## src/rtl/reset_seq_pkg.sv

```systemverilog
// Shared types and constants for the reset sequencer: FSM state encoding,
// stage-index width and the stage-count ceiling.
package reset_seq_pkg;

  localparam int MAX_STAGES  = 8;
  localparam int STAGE_IDX_W = 3;

  typedef logic [STAGE_IDX_W-1:0] stage_idx_t;

  typedef enum logic [2:0] {
    ST_HOLD   = 3'd0,
    ST_WAIT   = 3'd1,
    ST_SETTLE = 3'd2,
    ST_DONE   = 3'd3,
    ST_FAULT  = 3'd4
  } seq_state_e;

endpackage

```

## src/rtl/reset_sequencer_if.sv

```systemverilog
// Signal bundle between the reset sequencer (master) and the sequenced
// subsystems plus supervisor (slave).
interface reset_sequencer_if
  import reset_seq_pkg::*;
#(
  parameter int NUM_STAGES = 4
);

  // Handshake: iStage_Ready[k] is a level held high by subsystem k while it is
  // up (no acknowledge); iRetry is a one-cycle request honoured only in FAULT;
  // every master output is a registered level that changes on the clock edge.
  logic [NUM_STAGES-1:0] iStage_Ready;
  logic                  iRetry;
  logic [NUM_STAGES-1:0] oReset_En;
  logic                  oAll_Ready;
  logic                  oFault;
  stage_idx_t            oFault_Stage;
  seq_state_e            dbg_state;

  modport master (
    input  iStage_Ready,
    input  iRetry,
    output oReset_En,
    output oAll_Ready,
    output oFault,
    output oFault_Stage,
    output dbg_state
  );

  modport slave (
    output iStage_Ready,
    output iRetry,
    input  oReset_En,
    input  oAll_Ready,
    input  oFault,
    input  oFault_Stage,
    input  dbg_state
  );

endinterface

```

## src/rtl/seq_down_counter.sv

```systemverilog
// Loadable down-counter shared by every timed sequencer state; it parks at
// zero and flags it so the FSM can exit on the cycle the count reaches 0.
module seq_down_counter #(
  parameter int CNT_W = 24
) (
  input  logic             clk_i,
  input  logic             load_i,
  input  logic [CNT_W-1:0] value_i,
  output logic             zero_o
);

  logic [CNT_W-1:0] cnt_q;

  always_ff @(posedge clk_i) begin
    if (load_i) begin
      cnt_q <= value_i;
    end else if (cnt_q != '0) begin
      cnt_q <= cnt_q - CNT_W'(1);
    end
  end

  assign zero_o = (cnt_q == '0);

endmodule

```

## src/rtl/reset_sequencer.sv

```systemverilog
// Power-up reset scheduler: releases per-stage run enables in index order,
// waiting for each stage's ready plus a settle delay, and flags timeouts.
// Optional macro RESET_SEQ_RESEQ_ON_LOSS_EN re-sequences from the lowest lost
// stage when a ready drops in DONE.
module reset_sequencer
  import reset_seq_pkg::*;
#(
  parameter int NUM_STAGES     = 4,
  parameter int HOLD_CYCLES    = 131072,
  parameter int SETTLE_CYCLES  = 1024,
  parameter int TIMEOUT_CYCLES = 1048576,
  parameter int CNT_W          = 24
) (
  input  logic               iClk,
  input  logic               iReset,
  reset_sequencer_if.master  bus
);

  localparam stage_idx_t       LAST_IDX     = stage_idx_t'(NUM_STAGES - 1);
  localparam logic [CNT_W-1:0] HOLD_LOAD    = CNT_W'(HOLD_CYCLES - 1);
  localparam logic [CNT_W-1:0] SETTLE_LOAD  = CNT_W'(SETTLE_CYCLES - 1);
  localparam logic [CNT_W-1:0] TIMEOUT_LOAD = CNT_W'(TIMEOUT_CYCLES - 1);

  seq_state_e            state_q;
  stage_idx_t            idx_q;
  logic [NUM_STAGES-1:0] en_q;
  logic                  all_ready_q;
  logic                  fault_q;
  stage_idx_t            fault_stage_q;

  logic                  cnt_load;
  logic [CNT_W-1:0]      cnt_d;
  logic                  cnt_zero;

  logic [NUM_STAGES-1:0] stage_bit;
  logic                  cur_ready;
  logic                  last_stage;

  // One-hot of the current stage; ready bits above idx never reach the FSM.
  assign stage_bit  = NUM_STAGES'(1) << idx_q;
  assign cur_ready  = |(bus.iStage_Ready & stage_bit);
  assign last_stage = (idx_q == LAST_IDX);

`ifdef RESET_SEQ_RESEQ_ON_LOSS_EN
  logic                  loss_any;
  stage_idx_t            loss_idx;
  logic [NUM_STAGES-1:0] keep_mask;

  always_comb begin
    loss_any = 1'b0;
    loss_idx = '0;
    for (int i = NUM_STAGES - 1; i >= 0; i--) begin
      if (!bus.iStage_Ready[i]) begin
        loss_any = 1'b1;
        loss_idx = stage_idx_t'(i);
      end
    end
  end

  assign keep_mask = (NUM_STAGES'(1) << loss_idx) - NUM_STAGES'(1);
`endif

  // Counter reloads mirror exactly the FSM transitions into a timed state.
  always_comb begin
    cnt_load = 1'b0;
    cnt_d    = HOLD_LOAD;
    if (iReset) begin
      cnt_load = 1'b1;
      cnt_d    = HOLD_LOAD;
    end else begin
      case (state_q)
        ST_HOLD: begin
          if (cnt_zero) begin
            cnt_load = 1'b1;
            cnt_d    = TIMEOUT_LOAD;
          end
        end
        ST_WAIT: begin
          if (cur_ready) begin
            cnt_load = 1'b1;
            cnt_d    = SETTLE_LOAD;
          end
        end
        ST_SETTLE: begin
          if (cnt_zero && !last_stage) begin
            cnt_load = 1'b1;
            cnt_d    = TIMEOUT_LOAD;
          end
        end
        ST_DONE: begin
`ifdef RESET_SEQ_RESEQ_ON_LOSS_EN
          if (loss_any) begin
            cnt_load = 1'b1;
            cnt_d    = HOLD_LOAD;
          end
`endif
        end
        ST_FAULT: begin
          if (bus.iRetry) begin
            cnt_load = 1'b1;
            cnt_d    = HOLD_LOAD;
          end
        end
        default: begin
          cnt_load = 1'b1;
          cnt_d    = HOLD_LOAD;
        end
      endcase
    end
  end

  seq_down_counter #(
    .CNT_W(CNT_W)
  ) u_cnt (
    .clk_i  (iClk),
    .load_i (cnt_load),
    .value_i(cnt_d),
    .zero_o (cnt_zero)
  );

  always_ff @(posedge iClk) begin
    if (iReset) begin
      state_q       <= ST_HOLD;
      idx_q         <= '0;
      en_q          <= '0;
      all_ready_q   <= 1'b0;
      fault_q       <= 1'b0;
      fault_stage_q <= '0;
    end else begin
      case (state_q)
        ST_HOLD: begin
          if (cnt_zero) begin
            state_q <= ST_WAIT;
            en_q    <= en_q | stage_bit;
          end
        end
        ST_WAIT: begin
          if (cur_ready) begin
            state_q <= ST_SETTLE;
          end else if (cnt_zero) begin
            state_q       <= ST_FAULT;
            fault_q       <= 1'b1;
            fault_stage_q <= idx_q;
            en_q          <= '0;
          end
        end
        ST_SETTLE: begin
          if (cnt_zero) begin
            if (last_stage) begin
              state_q     <= ST_DONE;
              all_ready_q <= 1'b1;
            end else begin
              state_q <= ST_WAIT;
              idx_q   <= idx_q + stage_idx_t'(1);
              en_q    <= en_q | (stage_bit << 1);
            end
          end
        end
        ST_DONE: begin
`ifdef RESET_SEQ_RESEQ_ON_LOSS_EN
          // Lower stages stay up; everything from the lost stage upward restarts.
          if (loss_any) begin
            state_q     <= ST_HOLD;
            idx_q       <= loss_idx;
            en_q        <= en_q & keep_mask;
            all_ready_q <= 1'b0;
          end
`endif
        end
        ST_FAULT: begin
          if (bus.iRetry) begin
            state_q <= ST_HOLD;
            idx_q   <= '0;
            fault_q <= 1'b0;
          end
        end
        default: begin
          state_q     <= ST_HOLD;
          idx_q       <= '0;
          en_q        <= '0;
          all_ready_q <= 1'b0;
          fault_q     <= 1'b0;
        end
      endcase
    end
  end

  assign bus.oReset_En    = en_q;
  assign bus.oAll_Ready   = all_ready_q;
  assign bus.oFault       = fault_q;
  assign bus.oFault_Stage = fault_stage_q;
  assign bus.dbg_state    = state_q;

endmodule

```

## src/flat_wrapper.sv

```systemverilog
// flat-port wrapper written by rule: the top's interface ports become plain ports
module reset_sequencer_flat import reset_seq_pkg::*;
#(
  parameter int NUM_STAGES     = 4,
  parameter int HOLD_CYCLES    = 131072,
  parameter int SETTLE_CYCLES  = 1024,
  parameter int TIMEOUT_CYCLES = 1048576,
  parameter int CNT_W          = 24
)
  (iClk, iReset, bus_iStage_Ready, bus_iRetry, bus_oReset_En, bus_oAll_Ready, bus_oFault, bus_oFault_Stage, bus_dbg_state);
  reset_sequencer_if #(.NUM_STAGES(NUM_STAGES)) bus_i ();
  input  logic iClk;
  input  logic iReset;
  input wire logic [$bits(bus_i.iStage_Ready)-1:0] bus_iStage_Ready;
  input wire logic [$bits(bus_i.iRetry)-1:0] bus_iRetry;
  output wire logic [$bits(bus_i.oReset_En)-1:0] bus_oReset_En;
  output wire logic [$bits(bus_i.oAll_Ready)-1:0] bus_oAll_Ready;
  output wire logic [$bits(bus_i.oFault)-1:0] bus_oFault;
  output wire logic [$bits(bus_i.oFault_Stage)-1:0] bus_oFault_Stage;
  output wire logic [$bits(bus_i.dbg_state)-1:0] bus_dbg_state;
  assign bus_i.iStage_Ready = bus_iStage_Ready;
  assign bus_i.iRetry = bus_iRetry;
  assign bus_oReset_En = bus_i.oReset_En;
  assign bus_oAll_Ready = bus_i.oAll_Ready;
  assign bus_oFault = bus_i.oFault;
  assign bus_oFault_Stage = bus_i.oFault_Stage;
  assign bus_dbg_state = bus_i.dbg_state;
  reset_sequencer #(.NUM_STAGES(NUM_STAGES), .HOLD_CYCLES(HOLD_CYCLES), .SETTLE_CYCLES(SETTLE_CYCLES), .TIMEOUT_CYCLES(TIMEOUT_CYCLES), .CNT_W(CNT_W)) u_core (.iClk(iClk), .iReset(iReset), .bus(bus_i));
endmodule
```

## config.mk

```make
export PLATFORM = sky130hd
export DESIGN_NAME = reset_sequencer_flat
export DESIGN_NICKNAME = d
export VERILOG_FILES = /design/src/rtl/reset_seq_pkg.sv /design/src/rtl/reset_sequencer_if.sv /design/src/rtl/seq_down_counter.sv /design/src/rtl/reset_sequencer.sv /design/src/flat_wrapper.sv
export SDC_FILE = /design/constraint.sdc
export NUM_CORES = 1
export LEC_CHECK = 0
export CAP_MARGIN = 20
export CORE_MARGIN = 2
export CORE_UTILIZATION = 62
export CTS_BUF_LIST = sky130_fd_sc_hd__clkbuf_8
export DETAILED_ROUTE_END_ITERATION = 12
export HOLD_SLACK_MARGIN = 0.15
export PLACE_DENSITY = 0.87
export SLEW_MARGIN = 20
export SYNTH_ARGS = -nofsm -noshare
export SYNTH_HDL_FRONTEND = slang
export SYNTH_SLANG_ARGS = --single-unit
```

## constraint.sdc

```tcl
create_clock -name iClk -period 8.1 [get_ports iClk]
set_input_delay 1.62 -clock iClk [delete_from_list [all_inputs] [get_ports iClk]]
set_output_delay 1.62 -clock iClk [all_outputs]
set_load 0.1 [all_outputs]
```

### Word-level counts from Yosys, hierarchy flattened

Index checks and enable logic that the tools add are counted.

* output and inout bits: 12
* bits in registers: 39
* word-level logic and storage cells: 85
* bits of input ports: 7

* bitwise gates (word level): 9
* $add $sub $neg: 2
* shift-type cells: 1
* equal/unequal tests: 13
* mux-type cells: 36
* reductions and logical operators: 17

Operators with widths (count)
* $mux 24: 3
* $pmux 24 s3: 1
* $mux 20: 2
* $logic_not 24->1: 1
* $reduce_bool 24->1: 1
* $sub 24x1->24 const B: 1
* $mux 3: 7
* $mux 4: 5
* $mux 17: 1
* $pmux 4 s4: 1
* $pmux 3 s5: 1
* $mux 1: 10
* $eq 3x2->1 const B: 3
* $pmux 3 s3: 1
* $ne 2x1->1 const B: 4
* $or 4x4->4: 2
* $reduce_and 4->1: 2
* $reduce_or 4->1: 2
* $ne 2x2->1 const B: 3
* $not 1->1: 6
* $reduce_and 3->1: 2
* $reduce_and 6->1: 1
* $reduce_or 3->1: 2
* $pmux 1 s5: 1
* other kinds (15): 15

### Logic depth before layout (Yosys ltp)

* depth after elaboration: 7
* mapped depth: 9
* mapped depth without buffers: 7

### By module

Synthesis repeated with hierarchy kept, for this count alone.

* cells, all modules: 260
* area total of the unflattened synthesis: 2371.0 µm²

Modules (own cells, without submodules)
* seq_down_counter: cells an instance 153, area an instance 1514.0 µm², seq. area each 720.7 µm², times used 1
* reset_sequencer: cells an instance 107, area an instance 857.1 µm², seq. area each 300.3 µm², times used 1

### Least setup slack after synthesis

Ideal clock, no wire load.

* kind: input-to-reg
* start: input port bus_iRetry
* end: register u_core.u_cnt.cnt_q[0], enable pin
* data arrival time: 3.078 ns
* setup slack: 4.597 ns
* cell stages on the path: 5
* buffers on the path: 1
* library setup time: 0.425 ns
* data required time: 7.675 ns
* cell sequence: o21ai_0 -> nor2b_1 -> and3_1 -> clkbuf_1 -> nand2_1

* longest elaborated chain between the ends: 4

Ends and longest elaborated chain
* start: declaration: line flat_wrapper.sv:15 `input wire logic [$bits(bus_i.iRetry)-1:0] bus_iRetry;`
* $mux 1: line reset_sequencer.sv:99 `if (bus.iRetry) begin`
* $pmux 1 s5: line reset_sequencer.sv:71 `case (state_q)`
* $mux 1: line reset_sequencer.sv:67 `if (iReset) begin`
* $reduce_bool 2->1 (no source line)
* end signal: assignment: line seq_down_counter.sv:16 `cnt_q <= value_i;`
* end signal: assignment: line seq_down_counter.sv:18 `cnt_q <= cnt_q - CNT_W'(1);`
* end: declaration: line seq_down_counter.sv:12 `logic [CNT_W-1:0] cnt_q;`

Every way passes these cells.
A chain may end at the register's enable or synchronous reset.

### Worst setup path in the final report

* start: input port bus_iRetry
* end: register u_core.u_cnt.cnt_q[19], enable pin

The elaborated chain is that of the path after synthesis.

==> flow_summary.toml <==
[run_status]
status = "finished clean"

[layout]
layout-drive-gt1-share_pct = 5.645
antenna_cells = 0
final_util_pct = 73.44
nets = 261
areaGrowthSynthToFinish_pct = 13.45
final_area_mm2 = 0.002470

[drt]
first_pass_iters = 4
wl_um = 4522
ant_nets = 0
wl_per_cell_um = 15.38
drc_errors = 0
vias_per_cell = 6.143
initialDrtViolationCount = 132
dr_total_vias = 1806

[setup_path]
start_kind = "primary input"
worstPathRequired_ns = 7.91
worst_setup_path_end_kind = "register"
cp_max_fo = 24
cp.arrival_ns = 3.81
path_class = "in2reg"

[flow_run]
drv_cap = 0

[power]
cellPowerDensity_mw_per_mm2 = 138.7
vdd_ir_drop_max_v = 0.0001263
p_leak_nw = 0.7914

[timing]
fin_setup_tns_ns = 0
relSlewSlack_pct = 35.13
finalMaxSlewViolations = 0
fin_skew_ns = 0.006105
finalWorstSetupSlack_ns = 4.099
whs_ns = 0.4727
clock.fmax_mhz = 250.0
setup_violations = 0
period_share_pct = 49.39
final.min_clock_period_ns = 4.001
worstMarginPinSlew_ns = 0.9701
rsz0062_at_grt = "false"
finalHoldViolations = 0

[synth]
yosysWarnings = 0
syn-mean-instance-area_um2 = 9.507
synth_ff_type = "edfxtp_1"
async_flop_share_pct = 0
syn_inst = 229
ys_ff_latch = 39
syn-num-nets = 243
seq_area_frac_synth_pct = 46.90
synth_edf_count = 24
synth_cell_type_count = 38
synth_area_mm2 = 0.002177

[clock_tree]
tritoncts = "done"
post_cts_buffers = 0
hold_buffers = 0
cts_buffers = 5
clkLatencyLatePin_ns = 0.29
cts_max_level = 2
post_cts_resized = 0
root_buffer = "clkbuf_8"
cts.sinks = 39
clk_path_buf_depth = 2
path_clk_slew_ns = 0.07

[global_routing]
grt_usage_pct = 24.74
grt.overflow.total = 0
first_global_vias = 1687
grt_max_degree = 25
antenna_found_initial = 0
grt_pass1_wl_um = 7659

[min_path]
hp-class = "reg2reg"

[floorplanning]
start_util_pct = 64.73
ioPinCount = 19
std_cell_rows = 21
core-area_mm2 = 0.003363
die_x_um = 63.26
die_area_mm2 = 0.004001
die_height_um = 63.26

[placed_design]
port_buffers = 18
gp_congestion = 0.8805
dp_hpwl_um = 3286
place_area_mm2 = 0.002389
dpl_worst_slack_ns = 3.819
per-layer routing:
| layer | vias up | track usage [%] | part of all wire (%) |
|---|---|---|---|
| li1 | 874 | - | - |
| met5 | - | 0 | 0 |
| met4 | 0 | 9.783 | 1.5 |
| met2 | 67 | 38.83 | 47 |
| met3 | 6 | 5.714 | 5.9 |
| met1 | 859 | 33.37 | 46 |
state kept, by name, indices dropped and copies added, names as in the netlist:
name,flops
u_core.bus.dbg_state,3
u_core.idx_q,3
u_core.bus.oReset_En,4
u_core.u_cnt.cnt_q,24
u_core.bus.oFault_Stage,3
u_core.bus.oAll_Ready,1
u_core.bus.oFault,1
through the flow:
stage                     instances  total power [W]
after global placement          286        0.0002267
after floorplan                 229        0.0002221
after global routing            294        0.0003573
after detailed placement        286        0.0002271
after CTS                       294        0.0003457
final                           294        0.0003427
worst max-delay path: stages:
cell and delay [ns]:
clkdlybuf4s50_1 0.42, o21ai_0 0.48, nor2b_1 0.25, and3_1 0.38
nand2_1 0.65
power by group:
part | internal (W) | leakage (nW) | switching (W)
clock network | 0.0000578 | 0.0505 | 0.0000620
logic | 0.00000509 | 0.395 | 0.00000652
registers | 0.000210 | 0.346 | 0.00000141
total | 0.000273 | 0.791 | 0.0000699
synthesized netlist by cell type (2+ instances only):
cell type  count  area, um2
edfxtp_1      24      720.7
nand2_1       22      82.58
nor2_1        19      71.32
o21ai_0       19      95.09
a21oi_1       15      75.07
dfxtp_1       15      300.3
nand3_1       14      70.07
xnor2_1       14      122.6
nor3_1        11      55.05
clkbuf_1       7      26.28
ha_1           7      87.58
xor2_1         7      61.31
inv_1          6      22.52
nor4_1         5      31.28
or3_1          5      31.28
nand4_1        4      25.02
o211ai_1       4      30.03
nand2b_1       3      18.77
and3_1         2      12.51
mux2i_1        2      20.02
nand3b_1       2      15.01
nor4_2         2      25.02
nor4b_1        2      17.52
o31ai_1        2      15.01
or2_2          2      12.51
or4_1          2      15.01
layout by cell type, fill, tap and decap left out, types with 2 or more instances in the layout:
cell type / synthesis / layout
clkbuf_8: 0 / 5
nand4_1: 4 / 4
and3_1: 2 / 2
or3_1: 5 / 5
nand2_1: 22 / 22
or2_2: 2 / 2
a21oi_1: 15 / 15
o21ai_0: 19 / 19
nand3b_1: 2 / 2
nand3_1: 14 / 14
nor3_1: 11 / 11
ha_1: 7 / 7
o211ai_1: 4 / 4
xnor2_1: 14 / 14
mux2i_1: 2 / 2
or4_1: 2 / 2
edfxtp_1: 24 / 24
o31ai_1: 2 / 2
xor2_1: 7 / 7
inv_1: 6 / 8
clkdlybuf4s50_1: 0 / 18
dfxtp_1: 15 / 15
nand2b_1: 3 / 3
nor2_1: 19 / 19
nor4b_1: 2 / 2
nor4_1: 5 / 5
nor4_2: 2 / 2
cell type report:
class	count	area, um2
multi-input cells	177	1107
well taps	46	57.56
fillers	266	893.4
flip-flops and latches	39	1021
clock buffers	5	68.82
repair buffers	18	180.2
clock inverters	3	12.51
inverters	6	22.52
cell families (layout without fill, tap and decap cells):
kind of cell	after synthesis	after routing	share of synthesized area (%)
AND/OR/NAND/NOR	103	103	26.03
AO/OA/AOI/OAI	44	44	11.44
flip-flops	39	39	46.90
XOR/XNOR	21	21	8.448
buffers and inverters	13	32	2.242
adder cells (fa/ha/maj)	7	7	4.023
multiplexers	2	2	0.9196
worst paths after layout:
kind                                                       start                                to  slack [ns]  cells after the start
worst min register to register    u_core.bus.oFault$_SDFFE_PP0P_    u_core.bus.oFault$_SDFFE_PP0P_        0.47                      2
worst max register to register  u_core.u_cnt.cnt_q[15]$_DFFE_PP_  u_core.u_cnt.cnt_q[19]$_DFFE_PP_        4.88                      5
worst min-delay path              u_core.bus.oFault$_SDFFE_PP0P_    u_core.bus.oFault$_SDFFE_PP0P_        0.47                      2
worst max-delay path                                  bus_iRetry  u_core.u_cnt.cnt_q[19]$_DFFE_PP_        4.10                      5
Power figures use the tool's default switching activity.
